$ cat src/rtl/ring_fifo.sv
// ring_fifo: circular FIFO with same-cycle read/write, level flags, sticky error reporting and flush
module ring_fifo #(
    parameter int WordSize = 8,
    parameter int LengthBits = 3,
    localparam int BufferLength = 1 << LengthBits,
    parameter int AlmostFullLevel = BufferLength - 1,
    parameter int AlmostEmptyLevel = 1
) (
    input  logic                  clk,
    input  logic                  reset,
    input  logic                  flush,
    input  logic                  dataWriteEnable,
    input  logic [WordSize-1:0]   dataWrite,
    output logic                  dataWriteAck,
    input  logic                  dataReadEnable,
    output logic                  dataReadAck,
    output logic [WordSize-1:0]   dataRead,
    output logic [LengthBits:0]   bufferLength,
    output logic                  full,
    output logic                  empty,
    output logic                  almostFull,
    output logic                  almostEmpty,
    output logic                  overflow,
    output logic                  underflow,
    input  logic                  clearErrors,
    output logic [15:0]           dropCount
);
    localparam logic [LengthBits:0] depth = {1'b1, {LengthBits{1'b0}}};
    localparam logic [LengthBits:0] af_lvl = AlmostFullLevel[LengthBits:0];
    localparam logic [LengthBits:0] ae_lvl = AlmostEmptyLevel[LengthBits:0];
    logic [WordSize-1:0] mem [BufferLength];
    logic [LengthBits-1:0] rd_ptr, wr_ptr;
    logic [LengthBits:0] count;
    logic rd, wr, wr_rej, rd_rej;
    // a write into a full FIFO is still accepted when a read frees a slot in the same cycle
    always_comb begin
        rd = dataReadEnable && count != '0;
        wr = dataWriteEnable && (count != depth || rd);
        wr_rej = dataWriteEnable && !wr;
        rd_rej = dataReadEnable && !rd;
        bufferLength = count;
        full = count == depth;
        empty = count == '0;
        almostFull = count >= af_lvl;
        almostEmpty = count <= ae_lvl;
    end
    // storage is not reset; writes land only on accepted, non-flushed cycles
    always_ff @(posedge clk)
        if (reset && !flush && wr) mem[wr_ptr] <= dataWrite;
    // pointers, count, read data, acks and error reporting
    always_ff @(posedge clk) begin
        if (!reset) begin
            rd_ptr <= '0;
            wr_ptr <= '0;
            count <= '0;
            dataRead <= '0;
            dataReadAck <= 1'b0;
            dataWriteAck <= 1'b0;
            overflow <= 1'b0;
            underflow <= 1'b0;
            dropCount <= '0;
        end else if (flush) begin
            rd_ptr <= '0;
            wr_ptr <= '0;
            count <= '0;
            dataReadAck <= 1'b0;
            dataWriteAck <= 1'b0;
        end else begin
            dataReadAck <= rd;
            dataWriteAck <= wr;
            if (rd) begin
                dataRead <= mem[rd_ptr];
                rd_ptr <= rd_ptr + LengthBits'(1);
            end
            if (wr) wr_ptr <= wr_ptr + LengthBits'(1);
            count <= (wr && !rd) ? count + (LengthBits+1)'(1) :
                     (rd && !wr) ? count - (LengthBits+1)'(1) : count;
            overflow <= wr_rej || (overflow && !clearErrors);
            underflow <= rd_rej || (underflow && !clearErrors);
            dropCount <= clearErrors ? {15'd0, wr_rej} :
                         (wr_rej && dropCount != 16'hFFFF) ? dropCount + 16'd1 : dropCount;
        end
    end
endmodule
$ cat config.mk
export PLATFORM = sky130hd
export DESIGN_NAME = ring_fifo
export DESIGN_NICKNAME = d
export VERILOG_FILES = /design/src/rtl/ring_fifo.sv
export SDC_FILE = /design/constraint.sdc
export NUM_CORES = 1
export LEC_CHECK = 0
export ABC_CLOCK_PERIOD_IN_PS = 2400
export BUFFER_PORTS_ARGS = -buffer_cell sky130_fd_sc_hd__buf_4
export CORE_MARGIN = 2
export CORE_UTILIZATION = 40
export CTS_BUF_LIST = sky130_fd_sc_hd__clkbuf_8
export DETAILED_ROUTE_END_ITERATION = 16
export PLACE_DENSITY = 0.56
export SYNTH_ARGS = -nofsm -noshare
export SYNTH_HDL_FRONTEND = slang
export SYNTH_SLANG_ARGS = --single-unit
$ cat constraint.sdc
create_clock -name clk -period 2.4 [get_ports clk]
set_clock_uncertainty 0.05 [all_clocks]
set_input_delay 0.48 -clock clk [delete_from_list [all_inputs] [get_ports clk]]
set_output_delay 0.48 -clock clk [all_outputs]
set_load 0.03 [all_outputs]
; Yosys cells after proc, flatten, opt, wreduce, memory -nomap -nowiden
; Memory sizes are Yosys's and may differ from the RTL's. A register that Yosys moved wholly into a read port is not among the register bits.
; Cells that the tools add are included.
[classes]
add_sub_neg = 5
order_cmp = 2
n_eq_ne = 3
muxes = 6
n_bitwise = 2
reduce_logical = 26
[op_table]
columns = cell, n
row1 = 16-bit 2-to-1 mux, 2
row2 = "16-bit by 1-bit adder with 16-bit output, second input constant", 1
row3 = "16-bit inequality test, second input constant", 1
row4 = 1-bit logical AND, 11
row5 = 4-bit 2-to-1 mux, 2
row6 = "3-bit by 1-bit adder with 3-bit output, second input constant", 2
row7 = 1-bit zero test, 5
row8 = "4-bit by 1-bit adder with 4-bit output, second input constant", 1
row9 = "4-bit equality test, second input constant", 1
row10 = "4-bit by 3-bit greater-or-equal comparator with 1-bit output, second input constant", 1
row11 = "4-bit by 1-bit less-or-equal comparator with 1-bit output, second input constant", 1
row12 = 4-bit zero test, 1
row13 = "4-bit inequality test, second input constant", 1
row14 = 2-bit AND reduction, 2
row15 = 2-bit nonzero test, 2
row16 = 4-bit nonzero test, 1
row17 = "4-bit by 1-bit subtractor with 4-bit output, second input constant", 1
row18 = 1-bit logical OR, 3
row19 = 1-bit 2-to-1 mux, 2
row20 = 1-bit inverter, 2
row21 = 2-bit OR reduction, 1
[totals]
ff_bits = 30
ram_bits = 64
in_bits = 14
output_inout_bits = 36
wordCells = 53
memories = 1
[mem_list]
columns = name, depth, width, read_ports, rd_ports_with_merged_regs, write_ports, line_no
row1 = mem, 8, 8, 1, 1, 1, 31  ; logic [WordSize-1:0] mem [BufferLength];

; Longest topological paths before layout
[logic_depth]
ltp_word = 9
ltp_mapped = 11

; Worst setup path before layout
; Ideal clock, no wire load.
[synth_path]
path_kind = register to register
start = reg count[0] (netlist: bufferLength[0])
end = mem mem[1][0] (enable)
setup_ns = 0.383
arrival_time_ns = 2.310
required_time_ns = 1.967
setup_slack_ns = -0.343
path_stages_with_launch = 8
n_path_buf = 1
path_cell_list = dfxtp_1 inv_1 ha_1 nand4bb_1 buf_2 nand2_1 or3_1 nor3_1
[synth_between]
elab_chain_len = 7
elab_cells_between_ends = 8
cone_classes = eq/ne (1) / mux (2) / reduce/logical (5)
[synth_rtl]
columns = item, line_no
row1 = from (decl), 33  ; logic [LengthBits:0] count;
row2 = from (signal assigned), 76  ; count <= (wr && !rd) ? count + (LengthBits+1)'(1) :
row3 = 4-bit nonzero test, 37  ; rd = dataReadEnable && count != '0;
row4 = 1-bit logical AND, 37
row5 = 1-bit logical OR *, 38  ; wr = dataWriteEnable && (count != depth || rd);
row6 = 1-bit logical AND *, 38
row7 = 1-bit logical AND *, 49  ; if (reset && !flush && wr) mem[wr_ptr] <= dataWrite;
row8 = 1-bit 2-to-1 mux *, 49
row9 = 1-bit 2-to-1 mux (not written as such) *, 49
row10 = to (decl), 31
; Every way passes the cells marked *; elsewhere a longest branch is shown, timed or not.

; Worst setup path after layout
[layout_path]
start = reg count[1] (netlist: bufferLength[1])
end = out empty
[layout_between]
elab_chain_len = 1
[layout_rtl]
columns = item, line_no
row1 = 4-bit zero test, 43  ; empty = count == '0;
row2 = to (decl), 20  ; output logic empty,
; No other way between the ends.

==> flow_summary_export.csv <==
group,metric,value,unit
run_status,status,"finished, final reports clean",
timing,rsz0062_at_grt,"false",
layout,register_area,0.002685,mm^2
timing,tightest_slew,674.8,ps
detailed_routing,wire_per_inst,16.68,um
detailed_routing,drtPass1Iterations,4,
die,core_area,0.01070,mm^2
placed_design,gp_congestion,0.8219,
die,die_area,0.01171,mm^2
global_route,grt_max_degree,18,
die,die_x,108.2,um
detailed_routing,routed-wl-met2,4396,um
layout,post-route-util,0.4898,
power,switching_share,0.2464,
logic_synthesis,yosys.area.top_type,"edfxtp_1",
logic_synthesis,ys_async_sr_fraction,0,
setup_path,required,1870,ps
global_route,grt_pass1_wl,14370,um
power,switchingPower,828.1,uW
timing,relSlewSlack,0.5495,
clock_network,cts_tree,"done",
layout,drive_gt1_frac,0.2920,
power,irDropWorstVdd,0.0002728,V
power,p_seq_frac,0.569,
detailed_routing,viasPerCell,5.338,
global_route,antenna_found_initial,0,
clock_network,cts_buffer_depth,2,
layout,mostFrequentLayoutCell,"buf_4",
detailed_routing,met3WireLength,348,um
power,p_per_area,641.5,mW/mm^2
clock_network,postCtsSetupRepairBufs,0,
hold_path,hp-class,"input pin to flip-flop",
detailed_routing,drt_iter0_drc,198,
timing,min_period_over_period,0.9262,
logic_synthesis,netlist.area_leader.share,0.4423,
layout,multi_input_area,0.001573,mm^2
timing,setup_viol,0,
logic_synthesis,syn_area,0.004345,mm^2
layout,fillers,958,
timing,fin_hold_ws,303.2,ps
logic_synthesis,syn_nets,356,
power,p_int,2.533,mW
detailed_routing,detail-route-antenna-nets,0,
logic_synthesis,ys_seq_area_frac,0.6173,
detailed_routing,top_layer_used,"met4",
placed_design,dp_hpwl,6444,um
layout,stdcell_area,0.005240,mm^2
global_route,grt_overflow,0,
placed_design,port_buffers,49,
clock_network,cts_sinks,102,
run,maxCapViolCount,0,
timing,timing.fmax,449.9,MHz
layout,diodes,0,
detailed_routing,drcViolationCount,0,
power,pwr-share-comb,0.112,
setup_path,path_class,"flip-flop to output port",
clock_network,htreeDepth,3,
detailed_routing,vias,2941,
setup_path,cp-end-kind,"output port",
clock_network,cts_inserted_buffers,9,
timing,slew_violations,0,
die,ios,50,
die,rows,38,
detailed_routing,drt_wl_total,9191,um
die,initial_utilization,0.4062,
power,p_leak,1.869,nW
timing,fin_crit,2223,ps
clock_network,clkLatencyLatePin,350,ps
detailed_routing,wirelength_met1,4328,um
logic_synthesis,syn_avg_cell_area,12.97,um^2
logic_synthesis,synth_flop_cell,"edfxtp_1",
layout,syn2layout_area_growth,20.59,%
power,p_clk_frac,0.319,
logic_synthesis,synthTopCellsByArea,"edfxtp_1 (44%), dfxtp_1 (18%), mux4_2 (8.3%), nand2_1 (2.6%), nor2_1 (2.3%)",
setup_path,crit_fanout,6,
timing,tns,0,ps
setup_path,startpoint_type,"flip-flop",
clock_network,clkSlewWorstSetupHoldPaths,100,ps
global_route,track_usage,0.1637,
clock_network,root_buffer,"clkbuf_8",
global_route,grt_pass1_vias,2696,
setup_path,cp.arrival,1690,ps
clock_network,postCtsHoldBufs,0,
logic_synthesis,syn_inst,335,
layout,final_cell_mix,"buf_4 (77), edfxtp_1 (64), dfxtp_1 (36), nand2_1 (30), nor2_1 (27)",
logic_synthesis,ys_types,49,
logic_synthesis,yosysWarningCount,0,
placed_design,placed_area,0.005040,mm^2
logic_synthesis,ys_seq_elements,102,
logic_synthesis,synth-edff-count,64,
timing,hold_viol_final,0,
die,die_h,108.2,um
layout,fin_nets,427,
stage by stage:
| stage | instances | power [mW] | setup WS (ps) |
|---|---|---|---|
| after floorplan | 335 | 2.186 | 6.779 |
| after global placement | 535 | 2.323 | 221.7 |
| after detailed placement | 535 | 2.330 | 160.6 |
| after CTS | 551 | 3.408 | 0.5083 |
| after global routing | 551 | 3.513 | 70.08 |
| final | 551 | 3.362 | 177.2 |
final timing paths:
check / startpoint / to / slack (ps) / cells past startpoint
min reg2reg: dataRead[3]$_SDFFE_PN0P_ / dataRead[3]$_SDFFE_PN0P_ / 420 / 1
min: dataWrite[1] / mem[1][1]$_DFFE_PP_ / 300 / 1
max reg2reg: bufferLength[1]$_SDFFE_PP0P_ / dropCount[10]$_SDFFE_PN0P_ / 220 / 7
max: bufferLength[1]$_SDFFE_PP0P_ / empty / 180 / 5
power by group through the flow:
| stage | Combinational, mW | Clock [mW] | Sequential (mW) |
|---|---|---|---|
| floorplan | 0.200 | 0 | 1.99 |
| global placement | 0.372 | 0 | 1.95 |
| detailed placement | 0.377 | 0 | 1.95 |
| CTS | 0.378 | 1.12 | 1.91 |
| global route | 0.409 | 1.19 | 1.92 |
| finish | 0.377 | 1.07 | 1.91 |
critical path, cell delays in order (launching register included):
cell     delay (ps)
dfxtp_2         360
inv_1            80
ha_2            230
or3b_4          420
inv_1           100
buf_4           160
timing repair:
item,in CTS,in global routing
setup endpoints to repair,0,2
gates resized for setup,0,2
endpoints found under the hold margin,0,0
kinds of logic after synthesis:
family	after synthesis	share of synthesized area
and+or+nand+nor	119	0.1385
xor gates and xnor gates	7	0.01411
muxes	25	0.1037
adders and majority gates	7	0.02015
DFF	102	0.6173
AOI/OAI and AO/OA	49	0.08206
buffers and inverters	26	0.02419
area by class of cell:
type,instances,share of cell area
Clock buffer,9,0.02364
Clock inverter,7,0.01361
Inverter,9,0.006447
Multi-Input combinational cell,207,0.3001
Sequential cell,102,0.5124
Tap cell,140,0.03343
Timing Repair Buffer,77,0.1103
synth_stat cells, types with 2 or more instances:
cell type  count
o211ai_1       2
a21boi_0       2
clkbuf_1       8
o31ai_1        2
o2bb2ai_1      8
a31o_2         5
or4_1          3
or3_1          3
nor3_1         7
nor4_1         5
nand2b_1       4
o21ai_0        4
and2_1         2
nand4_1       12
o21a_1         3
xnor2_1        2
a21oi_1        8
dfxtp_1       38
buf_2          6
xor2_1         5
nor2_1        27
nor2b_1        2
edfxtp_1      64
nand3_1       14
ha_1           7
mux4_2        16
inv_1          9
a31oi_1        6
mux2i_1        9
buf_1          3
nand2_1       30
a21o_1         2
state kept, by name, indices dropped and copies added, names as in the netlist:
name	count
mem	64
dropCount	16
dataRead	8
bufferLength	4
rd_ptr	3
wr_ptr	3
dataReadAck	1
dataWriteAck	1
overflow	1
underflow	1
routing by layer:
layer,vias to the layer above,track usage
met5,-,0
met4,0,0.06868
met2,59,0.2552
li1,1426,-
met1,1447,0.2310
met3,9,0.02230
(Power assumes the default switching activity.)
